$ cat src/rtl/abs_diff_err_sweep.sv
// Exhaustive error sweep of an external approximate |a-b| circuit, with exact reference and error metrics.
// Latency: 2^IW*SETTLE cycles from an accepted start to the one-cycle done pulse; all outputs registered.
// Backpressure: none; start is ignored outside IDLE, abort cancels a running sweep at the next edge.
module abs_diff_err_sweep #(
   parameter int IW     = 4,
   parameter int SETTLE = 1
) (
   input  logic                 clk,
   input  logic                 rst_n,
   input  logic                 start,
   input  logic                 abort,
   output logic [IW-1:0]        vec_o,
   input  logic [IW/2-1:0]      apx_i,
   output logic                 busy,
   output logic                 done,
   output logic [IW:0]          err_cnt,
   output logic [IW/2-1:0]      max_err,
   output logic [IW+IW/2-1:0]   sum_err
);

   localparam int EW = IW / 2;
   localparam int CW = (SETTLE > 1) ? $clog2(SETTLE) : 1;
   localparam logic [CW-1:0] CNT_LAST = CW'(SETTLE - 1);
   localparam logic [IW-1:0] VEC_LAST = '1;

   typedef enum logic [1:0] {
      S_IDLE = 2'd0,
      S_RUN  = 2'd1,
      S_DONE = 2'd2
   } state_t;

   state_t               state, state_nxt;
   logic [CW-1:0]        cnt, cnt_nxt;
   logic [IW-1:0]        vec_nxt;
   logic [IW:0]          err_cnt_nxt;
   logic [EW-1:0]        max_err_nxt;
   logic [IW+EW-1:0]     sum_err_nxt;

   logic [EW-1:0]        op_a, op_b, exact, err_mag;
   logic                 sample;

   // Exact reference and error magnitude for the vector currently presented.
   always_comb begin
      op_a    = vec_o[IW-1:EW];
      op_b    = vec_o[EW-1:0];
      exact   = (op_a >= op_b) ? (op_a - op_b) : (op_b - op_a);
      err_mag = (exact >= apx_i) ? (exact - apx_i) : (apx_i - exact);
      sample  = (cnt == CNT_LAST);
   end

   // Next state plus next values of the sweep vector, settle counter and metrics.
   always_comb begin
      state_nxt   = state;
      cnt_nxt     = cnt;
      vec_nxt     = vec_o;
      err_cnt_nxt = err_cnt;
      max_err_nxt = max_err;
      sum_err_nxt = sum_err;
      case (state)
         S_IDLE: begin
            if (start) begin
               state_nxt   = S_RUN;
               cnt_nxt     = '0;
               vec_nxt     = '0;
               err_cnt_nxt = '0;
               max_err_nxt = '0;
               sum_err_nxt = '0;
            end
         end
         S_RUN: begin
            if (abort) begin
               // Cancel without accumulating the vector sampled at this edge.
               state_nxt = S_IDLE;
            end else if (sample) begin
               err_cnt_nxt = err_cnt + {{IW{1'b0}}, (err_mag != '0)};
               max_err_nxt = (err_mag > max_err) ? err_mag : max_err;
               sum_err_nxt = sum_err + {{IW{1'b0}}, err_mag};
               cnt_nxt     = '0;
               if (vec_o == VEC_LAST) begin
                  // Last vector: hold it rather than wrapping to zero.
                  state_nxt = S_DONE;
               end else begin
                  vec_nxt = vec_o + IW'(1);
               end
            end else begin
               cnt_nxt = cnt + CW'(1);
            end
         end
         S_DONE: begin
            state_nxt = S_IDLE;
         end
         default: begin
            state_nxt = S_IDLE;
         end
      endcase
   end

   // State register.
   always_ff @(posedge clk or negedge rst_n) begin
      if (!rst_n) begin
         state <= S_IDLE;
      end else begin
         state <= state_nxt;
      end
   end

   // Datapath and status registers; busy/done are registered copies of the next state.
   always_ff @(posedge clk or negedge rst_n) begin
      if (!rst_n) begin
         cnt     <= '0;
         vec_o   <= '0;
         err_cnt <= '0;
         max_err <= '0;
         sum_err <= '0;
         busy    <= 1'b0;
         done    <= 1'b0;
      end else begin
         cnt     <= cnt_nxt;
         vec_o   <= vec_nxt;
         err_cnt <= err_cnt_nxt;
         max_err <= max_err_nxt;
         sum_err <= sum_err_nxt;
         busy    <= (state_nxt == S_RUN);
         done    <= (state_nxt == S_DONE);
      end
   end

endmodule

$ cat config.mk
export PLATFORM = sky130hd
export DESIGN_NAME = abs_diff_err_sweep
export DESIGN_NICKNAME = d
export VERILOG_FILES = /design/src/rtl/abs_diff_err_sweep.sv
export SDC_FILE = /design/constraint.sdc
export NUM_CORES = 1
export LEC_CHECK = 0
export ABC_AREA = 1
export CAP_MARGIN = 20
export CORE_MARGIN = 2
export CORE_UTILIZATION = 51
export CTS_CLUSTER_SIZE = 20
export DETAILED_ROUTE_END_ITERATION = 10
export HOLD_SLACK_MARGIN = 0.06
export PLACE_DENSITY = 0.78
export SKIP_CTS_REPAIR_TIMING = 1
export SYNTH_ARGS = -nofsm -noshare
export SYNTH_HDL_FRONTEND = slang
export SYNTH_SLANG_ARGS = --single-unit
$ cat constraint.sdc
create_clock -name clk -period 5.1 [get_ports clk]
set_input_delay 1.02 -clock clk [delete_from_list [all_inputs] [get_ports clk]]
set_output_delay 1.02 -clock clk [all_outputs]
set_load 0.01 [all_outputs]
* Word-level counts from Yosys, hierarchy flattened *
Cells that the tools add are included.

storage, ports and cells
  bits in registers = 22
  input bits = 6
  word-level logic and storage cells = 64

operators by class
  $add $sub $neg = 8
  $lt $le $gt $ge = 3
  equality and inequality tests = 9
  mux-type cells = 29
  reductions and logical operators = 7

operator list
  cell                                           number
  two-way mux 2 bit                              10
  two-way mux 6 bit                              3
  two-way mux 4 bit                              4
  two-way mux 5 bit                              3
  one-hot mux 6 bit (2 select lines)             1
  != test 2 bit, second input constant           5
  one-hot mux 5 bit (2 select lines)             1
  AND reduction 5 bit                            2
  one-hot mux 2 bit (2 select lines)             2
  one-hot mux 4 bit (2 select lines)             1
  subtractor 2 bit                               4
  adder 6 x 2 -> 6 bit                           1
  adder 5 x 1 -> 5 bit                           1
  adder 4 x 1 -> 4 bit, second input constant    1
  == test 2 x 1 -> 1 bit, second input constant  2
  == test 4 bit, second input constant           1
  greater-or-equal comparator 2 bit              2
  AND reduction 4 bit                            1
  nonzero test 2 bit                             2
  two-way mux 1 bit                              3
  AND reduction 3 bit                            1
  == test 2 bit, second input constant           1
  greater-than comparator 2 bit                  1
  logical NOT 2 bit                              1
  other kinds (2)                                2

* Depth between registers and ports, before layout *
  depth after elaboration = 9
  depth in mapped cells = 21
  depth with buffers taken out = 21

* Worst setup path after synthesis *
Ideal clock, no wire load.

  path kind = register to register
  from = register vec_o[2]
  to = register err_cnt[4]
  library setup time = 126 ps
  arrival time = 2,873 ps
  required time = 4,974 ps
  slack = 2,101 ps
  stages on the path, launching flop included = 17
  path buffers = 0
  cells stage by stage = dfrtp_1 inv_1 ha_1 fa_1 a21boi_0 o21ai_0 fa_1 inv_1 nand2_1 nand2_1 nand2_1 ha_1 ha_1 nand3_1 nand2_1 nand4_1 o21ai_0

on the way
  cells in the longest elaborated chain, start to end = 9
  elaborated cells on any way between the ends = 13
  those cells by class = add/sub (5); order compare (2); mux (5); reduce/logical (1)

ends and longest elaborated chain
  what                                                                          line  source
  start, declared                                                               12    output logic [IW-1:0] vec_o,
  start signal, assigned                                                        119   vec_o <= vec_nxt;
  subtractor 2 bit / greater-or-equal comparator 2 bit (equally long branches)  46    exact = (op_a >= op_b) ? (op_a - op_b) : (op_b - op_a);
  two-way mux 2 bit (*)                                                         46
  subtractor 2 bit / greater-or-equal comparator 2 bit (equally long branches)  47    err_mag = (exact >= apx_i) ? (exact - apx_i) : (apx_i - exact);
  two-way mux 2 bit (*)                                                         47
  nonzero test 2 bit (*)                                                        75    err_cnt_nxt = err_cnt + {{IW{1'b0}}, (err_mag != '0)};
  adder 5 x 1 -> 5 bit (*)                                                      75
  two-way mux 5 bit (*)                                                         74    end else if (sample) begin
  two-way mux 5 bit (*)                                                         71    if (abort) begin
  one-hot mux 5 bit (2 select lines) (*)                                        59    case (state)
  end signal, assigned                                                          120   err_cnt <= err_cnt_nxt;
  end, declared                                                                 16    output logic [IW:0] err_cnt,

Mark *: on every way between the ends. The rest lies on a longest branch, timed or not. The select of a mux whose other input is x is not followed.
A chain may end at the register's enable or synchronous reset.

* Worst setup path after layout *
Same ends and word-level chain as after synthesis.

==> summary.md <==
| Metric | Value |
|---|---|
| Setup CP Type | `reg2reg` |
| Clock transition at path regs | `0.12 ns` |
| Syn Inst Count | `173` |
| Slowest-stage cell, CP | `dfrtp_1` |
| Max Clk Rate | `304 MHz` |
| Largest net degree at the start of global routing | `22` |
| Critical Path Sink Type | `flop` |
| Die Ht | `56.0 microns` |
| Die X | `56.0 microns` |
| Total negative slack | `0 ns` |
| Clock root buffer | `clkbuf_4` |
| Post-route ant nets | `0` |
| Pwr Density | `443 nW/um^2` |
| Crit-path max FO | `8` |
| Worst Setup SP | `vec_o[2]` |
| RSZ-0062 raised after global routing | `no` |
| CP bufs+invs | `2` |
| Total CTS buffers | `3` |
| Area Overhead vs Synth | `21.0%` |
| Netlist cell types | `22` |
| CP cell instances | `inv_1 > ha_1 > fa_1 > a21boi_0 > o21ai_0 > fa_1 > inv_1 > nand2_1 > nand2_1 > nand2_1 > ha_1 > ha_1 > nand3_1 > nand2_1 > nand4_1 > o21ai_0` |
| Clock skew | `0.00156 ns` |
| Most used DFF post-synth | `dfrtp_1` |
| Flops & latches, synth | `21` |
| Crit path DAT | `3.51 ns` |
| H-tree levels | `1` |
| Core Region | `2520 sq um` |
| Tmin final | `3.29 ns` |
| Post-synthesis sequential area ratio | `38.1%` |
| Clk sinks | `21` |
| First-pass iteration count of the detailed router | `4` |
| CTS tree | `yes` |
| Iter 0 DRT Violations | `24` |
| Final #Nets | `223` |
| Initial antenna violation count | `0` |
| Final setup margin | `1.81 ns` |
| Slew @ Worst Pin | `0.975 ns` |
| Ys async rst share | `100%` |
| Die area | `3130 sq um` |
| Syn Std Cell Area | `1380 sq um` |
| First-pass GRT wire length | `5.20 mm` |
| Most numerous cell in the Yosys netlist | `nand2_1` |
| Max incr delay on CP | `0.49 ns` |
| Global placer's final weighted congestion | `0.745` |
| Hold Path Origin | `max_err[1]` |
| Initial Utilization | `54.6%` |
| Final Hold Fails | `0` |
| Skew-Pair Late Insertion Delay | `0.32 ns` |
| Detailed placer's ending HPWL | `2.15 mm` |
| DR vias | `1185` |
| Leakage | `0.000857 uW` |
| # setup viols final | `0` |
| Post-synthesis area per instance | `7.96 sq um` |
| Period utilization | `64.5%` |
| WL final | `2.76 mm` |
| Top cells by area, synth | `dfrtp_1, ha_1, nand2_1, inv_1, nand3_1` |
| Post-Synthesis Net Count | `196` |
| Avg WL per Cell | `12.1 microns` |
| CP delay by family, top | `adder cells` |
| Synth warnings | `0` |
| Max VDD drop | `0.000357 V` |
| Share of cells above drive strength 1 | `6.03%` |
| Top-Level Pins | `25` |
| Status | `finished, final reports clean` |
| Vias per cell | `5.17` |
| Post-Layout Cell Count | `229` |
| Final Max Tran Viols | `0` |
| Worst setup SP type | `flop` |
| Critical Path RT | `5.32 ns` |
| Top cell by count, worst path | `nand2_1` |
| Vias in the first global route | `1247` |
| Synth top cells by count | `nand2_1, inv_1, dfrtp_1` |
| Share of the synthesized area in the top cell type | `38.1%` |
| RR Startpoint | `vec_o[2]` |
| # port buffers | `24` |
| Slew HR | `34.8%` |
| Gr ovfl total | `0` |
| Largest area contributor in the netlist | `dfrtp_1` |
| Num rows | `18` |
| Dpl ws | `1.74 ns` |
| CTS Buffer Depth | `2` |
| Global Route Usage Sum | `20.5%` |
| # diodes | `0` |
| Post-synth EDFFs | `0` |
| MaxCap Viol Count | `0` |
| Residual DRC | `0` |
| Min-Delay Path Class | `reg2reg` |
| Number of instances in the placed design | `225` |
state kept, by name, indices dropped and copies added, names as in the netlist:
name     count
err_cnt      5
busy         1
max_err      2
done         1
state        2
vec_o        4
sum_err      6
metrics by stage:
step	utilization (%)	cell area, sq um	hold WS, ns	total power (uW)
global placement	64.9	1640	0.506	630
CTS	66.1	1670	0.557	748
global route	66.1	1670	0.562	829
detailed placement	64.9	1640	0.527	660
floorplan	-	1380	0.542	522
finish	66.1	1670	0.544	739
area by class of cell:
cell class | count | area, sq um
clock buffers | 3 | 22.5
clock inverters | 1 | 7.51
fillers | 229 | 856
inverters | 32 | 120
multi-input cells | 118 | 713
flip-flops and latches | 21 | 526
well taps | 30 | 37.5
repair buffers | 24 | 240
worst paths after layout:
check | cells after the start | slack (ns) | end
max | 16 | 1.81 | err_cnt[4]
min | 2 | 0.54 | max_err[1]
max reg2reg | 16 | 1.81 | err_cnt[4]
min reg2reg | 2 | 0.54 | max_err[1]
max in group asynchronous | 1 | 3.29 | busy
min in group asynchronous | 1 | 1.22 | max_err[0]
report_power, final:
group / switching [uW] / total (uW) / internal (uW)
Sequential: 41.1 / 240 / 199
Combinational: 228 / 413 / 184
Clock: 56.2 / 86.3 / 30.1
Total: 326 / 739 / 413
worst reg2reg max path: cells and delay by family, from the launching register on:
kind	cells	cell delay (ns)
fa+ha+maj	5	1.47
compound gates	3	0.57
simple gates	6	0.51
flops	1	0.49
buf+inv	2	0.14
per-layer routing:
metal / global-route usage [%] / wire length, microns / share of wire (%) / up-vias
met5: 0 / 0 / 0 / -
met4: 4.42 / 42 / 1.5 / 0
met3: 5.58 / 125 / 4.5 / 6
met2: 38.2 / 1470 / 53 / 24
met1: 23.3 / 1120 / 41 / 561
li1: - / - / - / 594
placed cells by master, fill, tap and decap left out:
cell type / count
nor2_2: 2
nand3b_1: 1
clkbuf_4: 3
a21oi_1: 1
dfrtp_1: 21
nand4_1: 6
a21boi_0: 1
or2_2: 1
o21ai_0: 3
nand2_2: 1
inv_1: 32
ha_1: 14
fa_1: 3
nand2_1: 45
nand3_1: 17
clkdlybuf4s50_1: 24
nand3_2: 1
xnor2_1: 1
nand2_4: 2
nor2_1: 11
o21ai_1: 7
clkinvlp_4: 1
a21oi_2: 1
cells by family after synthesis:
kind of cell / synth area share (%)
simple gates: 28.9
buf+inv: 10.1
flops: 38.1
fa+ha+maj: 17.1
compound gates: 5.18
xor+xnor: 0.636
Note: power is estimated with default switching activity, not from simulation.
